**src/rtl/hello_world_qsys_buttons.sv**
```systemverilog
// Avalon-MM push-button PIO: synchronized active-low inputs, falling-edge capture, masked level IRQ.
// Optional per-bit debounce filter compiled in with `define BUTTONS_DEBOUNCE_EN.
module hello_world_qsys_buttons #(
  parameter int WIDTH           = 5,
  parameter int DEBOUNCE_CYCLES = 50000
) (
  input  logic             clk,
  input  logic             reset,
  input  logic [1:0]       address,
  input  logic             chipselect,
  input  logic             write_n,
  input  logic [31:0]      writedata,
  input  logic [WIDTH-1:0] in_port,
  output logic [31:0]      readdata,
  output logic             irq
);

  logic [WIDTH-1:0] r_sync1;
  logic [WIDTH-1:0] r_sync2;
  logic [WIDTH-1:0] r_prev;
  logic [WIDTH-1:0] r_edgecap;
  logic [WIDTH-1:0] r_irqmask;
  logic [WIDTH-1:0] w_filt;
  logic [WIDTH-1:0] w_fall;
  logic [WIDTH-1:0] w_clr;
  logic             w_wr;

  // Idle level is high, so reset to ones keeps a released reset from looking like a press.
  always_ff @(posedge clk) begin
    if (reset) begin
      r_sync1 <= '1;
      r_sync2 <= '1;
    end else begin
      r_sync1 <= in_port;
      r_sync2 <= r_sync1;
    end
  end

`ifdef BUTTONS_DEBOUNCE_EN
  localparam int CW = $clog2(DEBOUNCE_CYCLES + 1);

  logic [CW-1:0]    r_cnt [WIDTH];
  logic [WIDTH-1:0] r_filt;
  logic             w_unused_ok;

  assign w_unused_ok = ^writedata;

  // A bit's filtered level follows sync2 only after it has disagreed for DEBOUNCE_CYCLES in a row.
  always_ff @(posedge clk) begin
    if (reset) begin
      r_filt <= '1;
      for (int i = 0; i < WIDTH; i++) r_cnt[i] <= '0;
    end else begin
      for (int i = 0; i < WIDTH; i++) begin
        if (r_sync2[i] == r_filt[i]) begin
          r_cnt[i] <= '0;
        end else if (r_cnt[i] == CW'(DEBOUNCE_CYCLES - 1)) begin
          r_filt[i] <= r_sync2[i];
          r_cnt[i]  <= '0;
        end else begin
          r_cnt[i] <= r_cnt[i] + CW'(1);
        end
      end
    end
  end

  assign w_filt = r_filt;
`else
  logic w_unused_ok;

  assign w_unused_ok = ^{writedata, DEBOUNCE_CYCLES[0]};
  assign w_filt      = r_sync2;
`endif

  assign w_wr   = chipselect & ~write_n;
  assign w_fall = r_prev & ~w_filt;
  assign w_clr  = (w_wr && address == 2'd3) ? writedata[WIDTH-1:0] : '0;

  // New edges are OR-ed in after the clear so a coincident press is never lost.
  always_ff @(posedge clk) begin
    if (reset) begin
      r_prev    <= '1;
      r_edgecap <= '0;
      r_irqmask <= '0;
    end else begin
      r_prev    <= w_filt;
      r_edgecap <= (r_edgecap & ~w_clr) | w_fall;
      if (w_wr && address == 2'd2) r_irqmask <= writedata[WIDTH-1:0];
    end
  end

  always_comb begin
    readdata = '0;
    case (address)
      2'd0:    readdata[WIDTH-1:0] = w_filt;
      2'd2:    readdata[WIDTH-1:0] = r_irqmask;
      2'd3:    readdata[WIDTH-1:0] = r_edgecap;
      default: readdata = '0;
    endcase
  end

  assign irq = |(r_edgecap & r_irqmask);

endmodule

```
**config.mk**
```make
export PLATFORM = sky130hd
export DESIGN_NAME = hello_world_qsys_buttons
export DESIGN_NICKNAME = d
export VERILOG_FILES = /design/src/rtl/hello_world_qsys_buttons.sv
export SDC_FILE = /design/constraint.sdc
export NUM_CORES = 1
export LEC_CHECK = 0
export BUFFER_PORTS_ARGS = -buffer_cell sky130_fd_sc_hd__buf_4
export CORE_UTILIZATION = 42
export CTS_CLUSTER_DIAMETER = 200
export DETAILED_ROUTE_END_ITERATION = 8
export GPL_TIMING_DRIVEN = 0
export PLACE_DENSITY = 0.78
export SYNTH_ARGS = -nofsm -noshare
export SYNTH_HDL_FRONTEND = slang
export SYNTH_SLANG_ARGS = --single-unit
```
**constraint.sdc**
```tcl
create_clock -name clk -period 0.9 [get_ports clk]
set_input_delay 0 -clock clk [delete_from_list [all_inputs] [get_ports clk]]
set_output_delay 0 -clock clk [all_outputs]
set_load 0.01 [all_outputs]
```
* Yosys cells after proc, flatten, opt, wreduce, memory -nomap -nowiden *
Index checks and enable logic that the tools add are counted.

operators by class
  equality and inequality tests = 2
  multiplexer cells = 2
  bitwise operators = 8
  reduce and logical (&&, ||, !) cells = 4

operator list
  cell                                   number
  5-bit bitwise AND                      3
  5-bit one-hot mux with 3 select lines  1
  5-bit inverter                         2
  5-bit 2-to-1 mux                       1
  5-bit OR                               1
  5-bit OR reduction                     1
  2-bit == test (second input constant)  2
  1-bit logical AND                      2
  2-bit logical NOT                      1
  1-bit bitwise AND                      1
  1-bit inverter                         1

word-level totals
  flip-flop bits (word level) = 25
  bits of input ports = 43
  output and inout bits = 33
  logic and storage cells = 21

* Longest topological paths before layout *
  depth in word-level cells = 7
  mapped depth = 4
  depth with buffers taken out = 2

* Worst setup path before layout *
OpenSTA, ideal clock, no wires.

  path kind = register to register
  start point = register r_edgecap[2]
  end point = register r_edgecap[2]
  data arrival time = 0.749 ns
  required time = 0.821 ns
  setup slack = 0.072 ns
  stages on the path, launching flop included = 3
  path buffers = 0
  clock period less this slack = 0.828 ns
  path through = dfxtp_1 or3b_1 o211ai_1

between the ends
  word-level cells in the longest chain between the ends = 2

RTL lines
  element                 line  source
  from (decl)             21    logic [WIDTH-1:0] r_edgecap;
  from (signal assigned)  87    r_edgecap <= (r_edgecap & ~w_clr) | w_fall;
  5-bit bitwise AND       87
  5-bit OR                87

No other way between the ends.
A chain may end at the register's enable or synchronous reset.

* Worst setup path in the final report *
  start point = register r_edgecap[0]
  end point = output irq

between the ends
  word-level cells in the longest chain between the ends = 2

RTL lines
  element             line  source
  5-bit bitwise AND   102   assign irq = |(r_edgecap & r_irqmask);
  5-bit OR reduction  102
  to (decl)           15    output logic irq

No other way between the ends.

==> impl_metrics.py <==
metrics = {
    "status": {
        "outcome": "complete, but fails checks",
        "violations": "design-rule violations, negative setup slack",
    },
    "setup_path": {
        "critPathKind": "flop to output port",
        "critical_path_required_ns": 0.90,
        "arrival_ns": 1.27,
        "worst-path-max-fanout": 3,
        "reg2reg_slack_ns": -0.08,
        "critPathLaunchType": "flop",
        "end_kind": "output port",
    },
    "cells_and_area": {
        "fin_nets": 235,
        "final_cell_area_mm2": 0.00177,
        "syn_to_final_growth_pct": 40.0,
        "final_util": 0.629,
        "final_cells": 222,
        "drive_gt1_frac": 0.471,
        "num_antenna_cells": 0,
    },
    "sta": {
        "fin_setup_tns_ns": -2.36,
        "slew_violations": 0,
        "rsz0062_at_grt": "yes",
        "fin_crit_sh": 1.42,
        "hold_violations": 0,
        "period_minus_slack_ns": 1.27,
        "max_freq_mhz": 785,
        "skew_ns": 0.00260,
        "setup_slack_ns": -0.374,
        "finalSetupViolations": 10,
    },
    "placed_design": {
        "portBuffers": 19,
        "place.gp.congestion": 0.665,
        "placedCellCount": 201,
        "pre_cts_ws_ns": -0.0325,
        "dp_hpwl_um": 1620,
        "place_area_mm2": 0.00154,
    },
    "die": {
        "rows": 19,
        "initial_core_util": 0.450,
        "die_w_um": 56.8,
        "ios": 76,
        "dieArea_mm2": 0.00323,
        "coreArea_mm2": 0.00281,
        "die_h_um": 56.8,
    },
    "synth": {
        "synth_area_leader_cell": "dfxtp_1",
        "synth.most_common_cell": "buf_4",
        "synth_cells": 125,
        "yosysWarningCount": 0,
        "synth-main-ff-cell": "dfxtp_1",
        "seq_area_frac_synth": 0.397,
        "ys_seq_elements": 25,
        "postSynthAreaPerCell_um2": 10.1,
        "synthDistinctLibCells": 20,
        "synth_area_mm2": 0.00126,
        "synthTopCellsByArea": "dfxtp_1 (40%), buf_4 (16%), nand2b_1 (7.4%)",
        "async_reset_ff_frac": 0,
        "synth_common_cells": "buf_4 (27), dfxtp_1 (25), nand2b_1 (15), or2_2 (15), or3b_1 (10)",
        "synth_top_area_share": 0.397,
        "synth-edff-count": 0,
    },
    "global_routing": {
        "grt_max_degree": 14,
        "grt_use_total": 0.145,
        "grt_pass1_vias": 866,
        "grt_antenna_before_repair": 0,
        "grt_overflow": 0,
        "grt_pass1_wl_um": 3650,
    },
    "run": {
        "drv_cap": 0,
    },
    "min_path": {
        "hp-class": "input port to flop",
    },
    "cts": {
        "clk_latency_ns": 0.31,
        "cts_buffers": 3,
        "cts_tree": "done",
        "clockRootBuffer": "clkbuf_4",
        "htreeDepth": 1,
        "ctsLongestPathBuffers": 2,
        "clock-sinks": 25,
        "clk_pin_slew_ns": 0.13,
    },
    "power": {
        "vdd_drop_max_uv": 900,
        "leakagePower_nw": 0.830,
        "powerDensity_mw_per_mm2": 1250,
    },
    "drt": {
        "viasPerCell": 4.40,
        "drcViolationCount": 12,
        "first_pass_iters": 6,
        "ant_nets": 0,
        "post_drt_wl_per_cell_um": 10.3,
        "routed_wl_um": 2290,
        "dr_total_vias": 976,
        "drtIter0Drc": 33,
    },
}
worst max-delay path, cell delays in order, from the launching register on:
cell and delay [ns]:
dfxtp_2 0.35, a222oi_1 0.36, nand2_1 0.10, buf_4 0.16
final timing paths:
check | from | endpoint | cells past startpoint
setup / recovery | r_edgecap[0]$_SDFF_PP0_ | irq | 3
hold / removal | reset | r_edgecap[1]$_SDFF_PP0_ | 3
setup reg to reg | r_edgecap[4]$_SDFF_PP0_ | r_edgecap[4]$_SDFF_PP0_ | 3
hold reg to reg | r_sync1[1]$_SDFF_PP1_ | r_sync2[1]$_SDFF_PP1_ | 1
sequential cells by signal, indices dropped and copies added (netlist names):
name / flops
r_edgecap: 5
r_prev: 5
r_sync1: 5
r_sync2: 5
r_irqmask: 5
layout make-up:
cell class                      count  area [um2]
Buffer                             33         241
Tap cell                           31        38.8
Sequential cell                    25         513
Clock buffer                        4        26.3
Fill cell                         237        1040
Multi-Input combinational cell     93         621
Timing Repair Buffer               36         325
where the power goes:
group,switching (W),total (W),leakage [nW],internal (W)
clock network,0.000312,0.000485,0.0150,0.000173
logic,0.000193,0.000517,0.605,0.000324
registers,0.0000338,0.00120,0.210,0.00117
per-stage QoR:
stage,hold slack (ns),total power [W]
after global placement,0.186,0.00162
after global routing,0.118,0.00231
after floorplan,0.104,0.00151
after detailed placement,0.187,0.00162
after CTS,0.0810,0.00222
final,0.0971,0.00221
per-layer routing:
| layer | part of all wire | up-vias | track usage |
|---|---|---|---|
| li1 | - | 500 | - |
| met1 | 0.39 | 426 | 0.164 |
| met2 | 0.52 | 45 | 0.276 |
| met3 | 0.076 | 5 | 0.0161 |
| met4 | 0.014 | 0 | 0.0523 |
| met5 | 0 | - | 0 |
cell usage in the layout, fill, tap and decap left out, types with 10 or more instances in the layout:
master	instances
buf_4	45
buf_6	10
conb_1	27
dfxtp_1	15
dfxtp_2	10
dlygate4sd3_1	10
nand2b_1	15
or2_2	15
or3b_1	10
cell families after synthesis:
logic type / synth area share
simple gates: 0.243
buf+inv: 0.191
flops: 0.397
compound gates: 0.0784
mux: 0.0873
other cells: 0.00297
timing repair:
action | CTS | global route
resized for setup | 16 | 5
endpoints found under the hold margin | 15 | 0
setup endpoints to repair | 11 | 11
hold buffers | 10 | 0
pin swaps | 5 | 3
buffers inserted | 6 | 3
cloned | 0 | 0
(Power assumes the default switching activity.)
